**src/rtl/pipe_decode.sv**
```systemverilog
// pipe_decode: registered, valid/ready handshaked instruction-decode stage.
// Slices the instruction into its fields, builds the XLEN-wide immediate, classifies
// the format and flags illegal opcodes. The result is held in a pipeline register
// between fetch and execute. The stage supports stall (back-pressure) and flush.
//
// Optional feature: define DECODE_SKID_EN to add a 2-entry skid buffer. in_ready then
// comes from a register and has no combinational path from out_ready. When the macro
// is undefined, the stage is one pipeline register with a combinational in_ready.
//
// Ports:
//   clk, reset          clock; synchronous active-high reset
//   flush               synchronous kill of stage contents (branch redirect)
//   in_valid/in_ready   fetch-side handshake; in_instr, in_pc sampled on transfer
//   out_valid/out_ready execute-side handshake
//   out_pc, out_opcode, out_func3, out_func7, out_rd, out_rs1, out_rs2
//                       registered instruction fields
//   out_imm             generated immediate (XLEN bits)
//   out_fmt             0=R 1=I 2=S 3=B 4=U 5=J 7=illegal
//   out_rd_we, out_rs1_used, out_rs2_used, out_illegal
//                       register-usage and legality flags
module pipe_decode #(
    parameter int unsigned XLEN     = 32,
    parameter int unsigned ADDR_W   = 32,
    parameter int unsigned REGNUM_W = 5
) (
    input  logic                clk,
    input  logic                reset,
    input  logic                flush,
    input  logic                in_valid,
    output logic                in_ready,
    input  logic [31:0]         in_instr,
    input  logic [ADDR_W-1:0]   in_pc,
    output logic                out_valid,
    input  logic                out_ready,
    output logic [ADDR_W-1:0]   out_pc,
    output logic [6:0]          out_opcode,
    output logic [2:0]          out_func3,
    output logic [6:0]          out_func7,
    output logic [REGNUM_W-1:0] out_rd,
    output logic [REGNUM_W-1:0] out_rs1,
    output logic [REGNUM_W-1:0] out_rs2,
    output logic [XLEN-1:0]     out_imm,
    output logic [2:0]          out_fmt,
    output logic                out_rd_we,
    output logic                out_rs1_used,
    output logic                out_rs2_used,
    output logic                out_illegal
);

    localparam int unsigned OPC_W = 7;
    localparam int unsigned FMT_W = 3;

    localparam logic [OPC_W-1:0] OP_R      = 7'b0110011;
    localparam logic [OPC_W-1:0] OP_IMM    = 7'b0010011;
    localparam logic [OPC_W-1:0] OP_LOAD   = 7'b0000011;
    localparam logic [OPC_W-1:0] OP_JALR   = 7'b1100111;
    localparam logic [OPC_W-1:0] OP_STORE  = 7'b0100011;
    localparam logic [OPC_W-1:0] OP_BRANCH = 7'b1100011;
    localparam logic [OPC_W-1:0] OP_LUI    = 7'b0110111;
    localparam logic [OPC_W-1:0] OP_AUIPC  = 7'b0010111;
    localparam logic [OPC_W-1:0] OP_JAL    = 7'b1101111;

    localparam logic [FMT_W-1:0] FMT_R   = 3'd0;
    localparam logic [FMT_W-1:0] FMT_I   = 3'd1;
    localparam logic [FMT_W-1:0] FMT_S   = 3'd2;
    localparam logic [FMT_W-1:0] FMT_B   = 3'd3;
    localparam logic [FMT_W-1:0] FMT_U   = 3'd4;
    localparam logic [FMT_W-1:0] FMT_J   = 3'd5;
    localparam logic [FMT_W-1:0] FMT_ILL = 3'd7;

    typedef struct packed {
        logic [ADDR_W-1:0]   pc;
        logic [OPC_W-1:0]    opcode;
        logic [2:0]          func3;
        logic [6:0]          func7;
        logic [REGNUM_W-1:0] rd;
        logic [REGNUM_W-1:0] rs1;
        logic [REGNUM_W-1:0] rs2;
        logic [XLEN-1:0]     imm;
        logic [FMT_W-1:0]    fmt;
        logic                rd_we;
        logic                rs1_used;
        logic                rs2_used;
        logic                illegal;
    } bundle_t;

    // Candidate immediates. A signed operand is sign-extended from instr[31] when it is cast to XLEN.
    logic [XLEN-1:0] imm_i;
    logic [XLEN-1:0] imm_i_zx;
    logic [XLEN-1:0] imm_s;
    logic [XLEN-1:0] imm_b;
    logic [XLEN-1:0] imm_u;
    logic [XLEN-1:0] imm_j;

    assign imm_i    = XLEN'($signed(in_instr[31:20]));
    assign imm_i_zx = XLEN'(in_instr[31:20]);
    assign imm_s    = XLEN'($signed({in_instr[31:25], in_instr[11:7]}));
    assign imm_b    = XLEN'($signed({in_instr[31], in_instr[7], in_instr[30:25],
                                     in_instr[11:8], 1'b0}));
    assign imm_u    = XLEN'($signed({in_instr[31:12], 12'b0}));
    assign imm_j    = XLEN'($signed({in_instr[31], in_instr[19:12], in_instr[20],
                                     in_instr[30:21], 1'b0}));

    bundle_t dec;
    logic    rd_nz;

    assign rd_nz = (in_instr[11:7] != 5'd0);

    // Combinational decode of the incoming instruction
    always_comb begin
        dec          = '0;
        dec.pc       = in_pc;
        dec.opcode   = in_instr[6:0];
        dec.func3    = in_instr[14:12];
        dec.func7    = in_instr[31:25];
        dec.rd       = REGNUM_W'(in_instr[11:7]);
        dec.rs1      = REGNUM_W'(in_instr[19:15]);
        dec.rs2      = REGNUM_W'(in_instr[24:20]);
        case (in_instr[6:0])
            OP_R: begin
                dec.fmt      = FMT_R;
                dec.rd_we    = rd_nz;
                dec.rs1_used = 1'b1;
                dec.rs2_used = 1'b1;
            end
            OP_IMM: begin
                dec.fmt      = FMT_I;
                // Shift amounts (slli/srli/srai) carry no sign, so that field is zero-extended
                dec.imm      = (in_instr[14:12] == 3'b001 || in_instr[14:12] == 3'b101)
                               ? imm_i_zx : imm_i;
                dec.rd_we    = rd_nz;
                dec.rs1_used = 1'b1;
            end
            OP_LOAD, OP_JALR: begin
                dec.fmt      = FMT_I;
                dec.imm      = imm_i;
                dec.rd_we    = rd_nz;
                dec.rs1_used = 1'b1;
            end
            OP_STORE: begin
                dec.fmt      = FMT_S;
                dec.imm      = imm_s;
                dec.rs1_used = 1'b1;
                dec.rs2_used = 1'b1;
            end
            OP_BRANCH: begin
                dec.fmt      = FMT_B;
                dec.imm      = imm_b;
                dec.rs1_used = 1'b1;
                dec.rs2_used = 1'b1;
            end
            OP_LUI, OP_AUIPC: begin
                dec.fmt      = FMT_U;
                dec.imm      = imm_u;
                dec.rd_we    = rd_nz;
            end
            OP_JAL: begin
                dec.fmt      = FMT_J;
                dec.imm      = imm_j;
                dec.rd_we    = rd_nz;
            end
            default: begin
                dec.fmt      = FMT_ILL;
                dec.illegal  = 1'b1;
            end
        endcase
    end

    bundle_t head_q;
    logic    head_valid_q;
    logic    push;

    assign push = in_valid && in_ready;

`ifdef DECODE_SKID_EN
    bundle_t skid_q;
    bundle_t head_d;
    bundle_t skid_d;
    logic    skid_valid_q;
    logic    head_valid_d;
    logic    skid_valid_d;
    logic    ready_q;
    logic    pop;

    assign pop      = head_valid_q && out_ready;
    // ready_q only records occupancy. Reset and flush still block the input in their own cycle.
    assign in_ready = ready_q && !flush && !reset;

    // Next-state logic for the two-entry buffer. The head entry drives the outputs.
    always_comb begin
        head_d       = head_q;
        skid_d       = skid_q;
        head_valid_d = head_valid_q;
        skid_valid_d = skid_valid_q;
        if (pop) begin
            if (skid_valid_q) begin
                head_d       = skid_q;
                head_valid_d = 1'b1;
                skid_valid_d = 1'b0;
            end else begin
                head_valid_d = 1'b0;
            end
        end
        if (push) begin
            if (!head_valid_d) begin
                head_d       = dec;
                head_valid_d = 1'b1;
            end else begin
                skid_d       = dec;
                skid_valid_d = 1'b1;
            end
        end
    end

    // Buffer registers. in_ready is registered and set while at most one entry is held.
    always_ff @(posedge clk) begin
        if (reset) begin
            head_q       <= '0;
            skid_q       <= '0;
            head_valid_q <= 1'b0;
            skid_valid_q <= 1'b0;
            ready_q      <= 1'b1;
        end else if (flush) begin
            head_valid_q <= 1'b0;
            skid_valid_q <= 1'b0;
            ready_q      <= 1'b1;
        end else begin
            head_q       <= head_d;
            skid_q       <= skid_d;
            head_valid_q <= head_valid_d;
            skid_valid_q <= skid_valid_d;
            ready_q      <= !(head_valid_d && skid_valid_d);
        end
    end
`else
    // Accept when the stage is empty or being drained this cycle
    assign in_ready = !reset && !flush && (!head_valid_q || out_ready);

    // Single pipeline register. A new bundle replaces a draining one with no bubble.
    always_ff @(posedge clk) begin
        if (reset) begin
            head_q       <= '0;
            head_valid_q <= 1'b0;
        end else if (flush) begin
            head_valid_q <= 1'b0;
        end else if (push) begin
            head_q       <= dec;
            head_valid_q <= 1'b1;
        end else if (out_ready) begin
            head_valid_q <= 1'b0;
        end
    end
`endif

    assign out_valid    = head_valid_q;
    assign out_pc       = head_q.pc;
    assign out_opcode   = head_q.opcode;
    assign out_func3    = head_q.func3;
    assign out_func7    = head_q.func7;
    assign out_rd       = head_q.rd;
    assign out_rs1      = head_q.rs1;
    assign out_rs2      = head_q.rs2;
    assign out_imm      = head_q.imm;
    assign out_fmt      = head_q.fmt;
    assign out_rd_we    = head_q.rd_we;
    assign out_rs1_used = head_q.rs1_used;
    assign out_rs2_used = head_q.rs2_used;
    assign out_illegal  = head_q.illegal;

endmodule

```
**config.mk**
```make
export PLATFORM = sky130hd
export DESIGN_NAME = pipe_decode
export DESIGN_NICKNAME = d
export VERILOG_FILES = /design/src/rtl/pipe_decode.sv
export SDC_FILE = /design/constraint.sdc
export NUM_CORES = 1
export LEC_CHECK = 0
export CAP_MARGIN = 30
export CORE_UTILIZATION = 45
export DETAILED_ROUTE_END_ITERATION = 8
export PLACE_DENSITY = 0.85
export SYNTH_ARGS = -nofsm -noshare
export SYNTH_HDL_FRONTEND = slang
export SYNTH_SLANG_ARGS = --single-unit
```
**constraint.sdc**
```tcl
create_clock -name clk -period 3.6 [get_ports clk]
set_clock_uncertainty 0.2 [all_clocks]
set_input_delay 0.54 -clock clk [delete_from_list [all_inputs] [get_ports clk]]
set_output_delay 0.54 -clock clk [all_outputs]
set_load 0.02 [all_outputs]
```
### After elaboration in Yosys (flattened, before gate mapping)

Index checks and enable logic that the tools add are counted.

| cells by class | value |
|---|---|
| $add $sub $neg | 0 |
| $mul | 0 |
| div/mod/pow operators | 0 |
| $lt $le $gt $ge | 0 |
| equality and inequality tests | 11 |
| shift operators | 0 |
| mux-type cells | 9 |
| bitwise gates (word level) | 1 |
| reductions and logical operators | 19 |

Operators by type and width:

| operator | number |
|---|---|
| case mux 32 bit (6 select lines) | 1 |
| two-way mux 32 bit | 1 |
| equality test 7 x 6 -> 1 bit (second input constant) | 3 |
| equality test 7 bit (second input constant) | 3 |
| case mux 3 bit (6 select lines) | 1 |
| equality test 7 x 5 -> 1 bit (second input constant) | 2 |
| OR reduction 9 bit | 1 |
| equality test 7 x 2 -> 1 bit (second input constant) | 1 |
| OR reduction 7 bit | 1 |
| two-way mux 1 bit | 6 |
| OR reduction 2 bit | 3 |
| OR reduction 3 bit | 2 |
| OR reduction 6 bit | 1 |
| nonzero test 5 bit | 1 |
| equality test 3 x 1 -> 1 bit (second input constant) | 1 |
| equality test 3 bit (second input constant) | 1 |
| logical AND 1 bit | 3 |
| logical NOT 1 bit | 3 |
| logical OR 1 bit | 2 |
| AND reduction 2 bit | 1 |
| nonzero test 2 bit | 1 |
| inverter 1 bit | 1 |

| word-level totals | value |
|---|---|
| register bits after elaboration | 104 |
| latch bits | 0 |
| memory bits (writable) | 0 |
| bits in read-only memories | 0 |
| bits of input ports | 69 |
| output and inout port bits | 105 |
| word-level logic and storage cells | 54 |
| memories kept | 0 |

### Depth between registers and ports, before layout

| depth | value |
|---|---|
| depth in word-level cells | 5 |
| gate-level depth with buffers | 7 |
| gate-level depth less buffers | 5 |

### Least setup slack after synthesis

OpenSTA, ideal clock, no wires.

| timing path | value |
|---|---|
| kind | in2reg |
| start point | in in_instr[2] |
| end point | reg head_q, in the netlist out_imm[4] |
| setup time | 0.086 ns |
| data arrival time | 1.695 ns |
| required time | 3.314 ns |
| slack | 1.620 ns |
| cell stages on the path | 6 |
| buffers on the path | 2 |
| cells stage by stage | buf_6 > or2_1 > a221oi_1 > o21ai_1 > buf_2 > a211oi_1 |

| on the way | value |
|---|---|
| cells in the longest elaborated chain, start to end | 3 |
| elaborated cells on any way between the ends | 11 |
| those cells by class | eq/ne: 8; mux: 1; reduce/logical: 2 |

Ends and longest elaborated chain:

| element | RTL line | text |
|---|---|---|
| start: declaration | 31 | `input logic [31:0] in_instr,` |
| equality test 7 x 6 -> 1 bit (tied with other cells) | 119 | `case (in_instr[6:0])` |
| OR reduction 2 bit | -- |  |
| case mux 32 bit (6 select lines) (*) | 119 |  |
| end signal: assignment | 242 | `head_q <= '0;` |
| end signal: assignment | 247 | `head_q <= dec;` |
| end: declaration | 169 | `bundle_t head_q;` |

Mark *: on every way between the ends. The rest lies on a longest branch, timed or not.
A chain may end at the register's enable or synchronous reset.

### Worst setup path in the final report

| timing path | value |
|---|---|
| start point | in in_instr[6] |
| end point | reg head_q, in the netlist out_imm[20] |

Same word-level chain as after synthesis.

==> results.sh <==
export IMPL_power_static_leakage_nw=2.10
export IMPL_path_class="in -> reg"
export IMPL_seqPwrFrac=0.526
export IMPL_post_synth_fa_ha_maj_area_fraction=0
export IMPL_combinational_family_with_the_most_area_after_synthesis="compound AO/OA/AOI/OAI gates"
export IMPL_worst_slew_pin_slew_ns=1.02
export IMPL_async_flop_share=0
export IMPL_route_vias_total=4036
export IMPL_numCtsBuffers=9
export IMPL_port_buffers=173
export IMPL_htree_levels=3
export IMPL_synth_compound_gate_area_share=0.218
export IMPL_topRoutingLayerUsed="met4"
export IMPL_layout_drive_gt1_share=0.0556
export IMPL_timing_critical_path_arrival_ns=2.70
export IMPL_routed_wirelength_um=11900
export IMPL_yosys_area_share_xor_xnor=0
export IMPL_fmax_mhz=379
export IMPL_netSwitchingPower_mw=0.578
export IMPL_cts_max_path_buffers=2
export IMPL_maxCapViolCount=0
export IMPL_cts_reportedPaths_clkPinSlew_ns=0.11
export IMPL_clock_insertion_delay_at_the_later_pin_of_the_skew_report_ns=0.36
export IMPL_synthFlopType="dfxtp_1"
export IMPL_layout_filler_cells=659
export IMPL_std_cell_rows=33
export IMPL_power_ir_vdd_worst_mv=0.211
export IMPL_cts_resized=0
export IMPL_cp_max_fo=14
export IMPL_via_count_of_the_first_global_routing_pass=3755
export IMPL_synth_top_cells_by_area="dfxtp_1, nand2_1, a21oi_1"
export IMPL_design_die_area_um2=9210
export IMPL_die_height_um=96.0
export IMPL_worst_setup_path_endpoint="out_imm[20]"
export IMPL_route_met2_wl_um=5750
export IMPL_endpoint_kind="register"
export IMPL_hold_path_class="reg -> reg"
export IMPL_core_area_um2=8380
export IMPL_fin_setup_tns_ns=0
export IMPL_outcome="complete, no violations"
export IMPL_crit_start="in_instr[6]"
export IMPL_cell_internal_pwr_mw=1.69
export IMPL_detail_route_antenna_nets=0
export IMPL_detailedRoute_firstIterationViolations=258
export IMPL_report_final_hold_viol_count=0
export IMPL_final_cell_mix="clkdlybuf4s50_1, nand2_1, dfxtp_1"
export IMPL_crit_reg2reg_launch="out_valid"
export IMPL_ys_ff_latch=104
export IMPL_timing_final_setup_violations=0
export IMPL_synth_seq_area_share=0.524
export IMPL_synth_cell_area_um2=3980
export IMPL_die_w_um=96.0
export IMPL_detail_route_drc_violations=0
export IMPL_globalRoute_totalOverflow=0
export IMPL_grt_pass1_wl_um=18100
export IMPL_ff_latch_area_um2=2080
export IMPL_clockPowerShare=0.343
export IMPL_tritoncts_num_sinks=104
export IMPL_layout_commonest_cell="clkdlybuf4s50_1"
export IMPL_cts_tree="yes"
export IMPL_area_share_of_the_largest_cell_type_after_synthesis=0.524
export IMPL_cts_root_buffer="clkbuf_8"
export IMPL_grt_max_degree=84
export IMPL_post_route_period_util=0.734
export IMPL_whs_path_depth=2
export IMPL_cts_post_setup_buffers_inserted=0
export IMPL_cts_hold_buffers_added=0
export IMPL_syn_nets=556
export IMPL_post_synthesis_share_of_cell_area_spent_on_and_or_nand_and_nor_gates=0.212
export IMPL_synthesis_area_per_instance_um2=8.16
export IMPL_antenna_cells_inserted=0
export IMPL_slew_violations=0
export IMPL_timing_rr_end="out_imm[3]"
export IMPL_power_per_cell_area_nw_per_um2=379
export IMPL_syn_instance_count=487
export IMPL_post_drt_via_cell_ratio=5.36
export IMPL_post_dp_hpwl_um=8500
export IMPL_fin_crit_ns=2.64
export IMPL_fin_hold_ws_ns=0.257
export IMPL_num_io_pins=174
export IMPL_design_final_nets=712
export IMPL_finalCoreUtilization=0.712
export IMPL_drt_met1_wl_um=4960
export IMPL_synth_yosys_warnings=0
export IMPL_multi_input_combinational_cell_area_um2=1750
export IMPL_netSwitchingFraction=0.255
export IMPL_worst_r2r_path_depth=4
export IMPL_detail_route_first_pass_iterations=5
export IMPL_comb_power_share=0.130
export IMPL_initial_utilization=0.474
export IMPL_rsz0062_at_grt="false"
export IMPL_gp_congestion=0.844
export IMPL_met3_length_um=968
export IMPL_globalRouteTotalUtil=0.256
export IMPL_timing_slew_headroom=0.317
export IMPL_grt_antenna_before_repair=0
export IMPL_synth_area_mux_share=0.00283
export IMPL_timing_critical_path_from_type="primary input"
export IMPL_post_synth_num_cell_types=41
export IMPL_wl_per_cell_um=15.8
export IMPL_worst_r2r_setup_slack_ns=1.43
export IMPL_required_ns=3.66
export IMPL_area_growth_synth_to_final_pct=50.2
export IMPL_synth_edff_count=0
export IMPL_yosysTopAreaCell="dfxtp_1"
## routing by layer
metal,vias to the layer above,global-route usage
met5,-,0
met4,0,0.0945
met3,15,0.0585
met2,152,0.433
met1,1903,0.317
li1,1966,-
## flip-flops by register name, summed over array words and instances, names as in the netlist
name          cells
out_illegal       1
out_func7         7
out_rs2_used      1
out_imm          32
out_valid         1
out_fmt           3
out_rs1           5
out_rd_we         1
out_func3         3
out_opcode        7
out_pc           32
out_rs2           5
out_rs1_used      1
out_rd            5
## kinds of logic after synthesis
| family | count (synthesis) |
|---|---|
| AOI/OAI and AO/OA | 141 |
| DFF | 104 |
| buffers and inverters | 39 |
| and+or+nand+nor | 202 |
| muxes | 1 |
## Yosys cell counts, types with 4 or more instances
| cell type | count |
|---|---|
| o21a_1 | 4 |
| a22oi_1 | 6 |
| nor3_1 | 6 |
| o21ai_1 | 9 |
| nand2_1 | 156 |
| buf_2 | 8 |
| a22o_1 | 11 |
| nand2b_1 | 4 |
| a211oi_1 | 9 |
| clkbuf_1 | 24 |
| a21oi_1 | 87 |
| dfxtp_1 | 104 |
| nor2_1 | 18 |
| a222oi_1 | 5 |
## final cells by class
type / instances / area share
flip-flops and latches: 104 / 0.349
repair buffers: 181 / 0.299
multi-input cells: 344 / 0.293
clock buffers: 11 / 0.0254
well taps: 105 / 0.0220
clock inverters: 5 / 0.0103
inverters: 3 / 0.00189
## per-stage QoR
step | power [mW] | cell area, um2 | setup slack (ns) | std cells
final | 2.26 | 5970 | 0.958 | 753
after global routing | 2.35 | 5970 | 0.791 | 753
after CTS | 2.27 | 5970 | 0.988 | 753
after detailed placement | 1.51 | 5760 | 0.616 | 737
after global placement | 1.51 | 5750 | 0.536 | 736
after floorplan | 1.34 | 3980 | 1.62 | 487
## power by group through the flow
stage | sequential (mW) | combinational, mW | clock, mW
floorplan | 1.25 | 0.0909 | 0
CTS | 1.19 | 0.295 | 0.786
global route | 1.20 | 0.316 | 0.835
detailed placement | 1.22 | 0.294 | 0
global placement | 1.22 | 0.289 | 0
finish | 1.19 | 0.295 | 0.777
## critical path, cell delays in order
cell             delay (ns)
clkdlybuf4s50_1        0.77
or2_1                  0.19
a211oi_1               0.10
o21ai_0                0.57
buf_2                  0.28
nand2_1                0.06
a22o_1                 0.18
## how the worst min path moves through the flow
stage / from / end
2_1_floorplan: out_imm[13] / out_imm[13]
4_1_cts: out_imm[31] / out_imm[31]
3_3_place_gp: out_imm[16] / out_imm[16]
5_1_grt: out_func3[1] / out_func3[1]
3_5_place_dp: out_imm[31] / out_imm[31]
6_report: out_imm[31] / out_imm[31]
(Power assumes the default switching activity.)
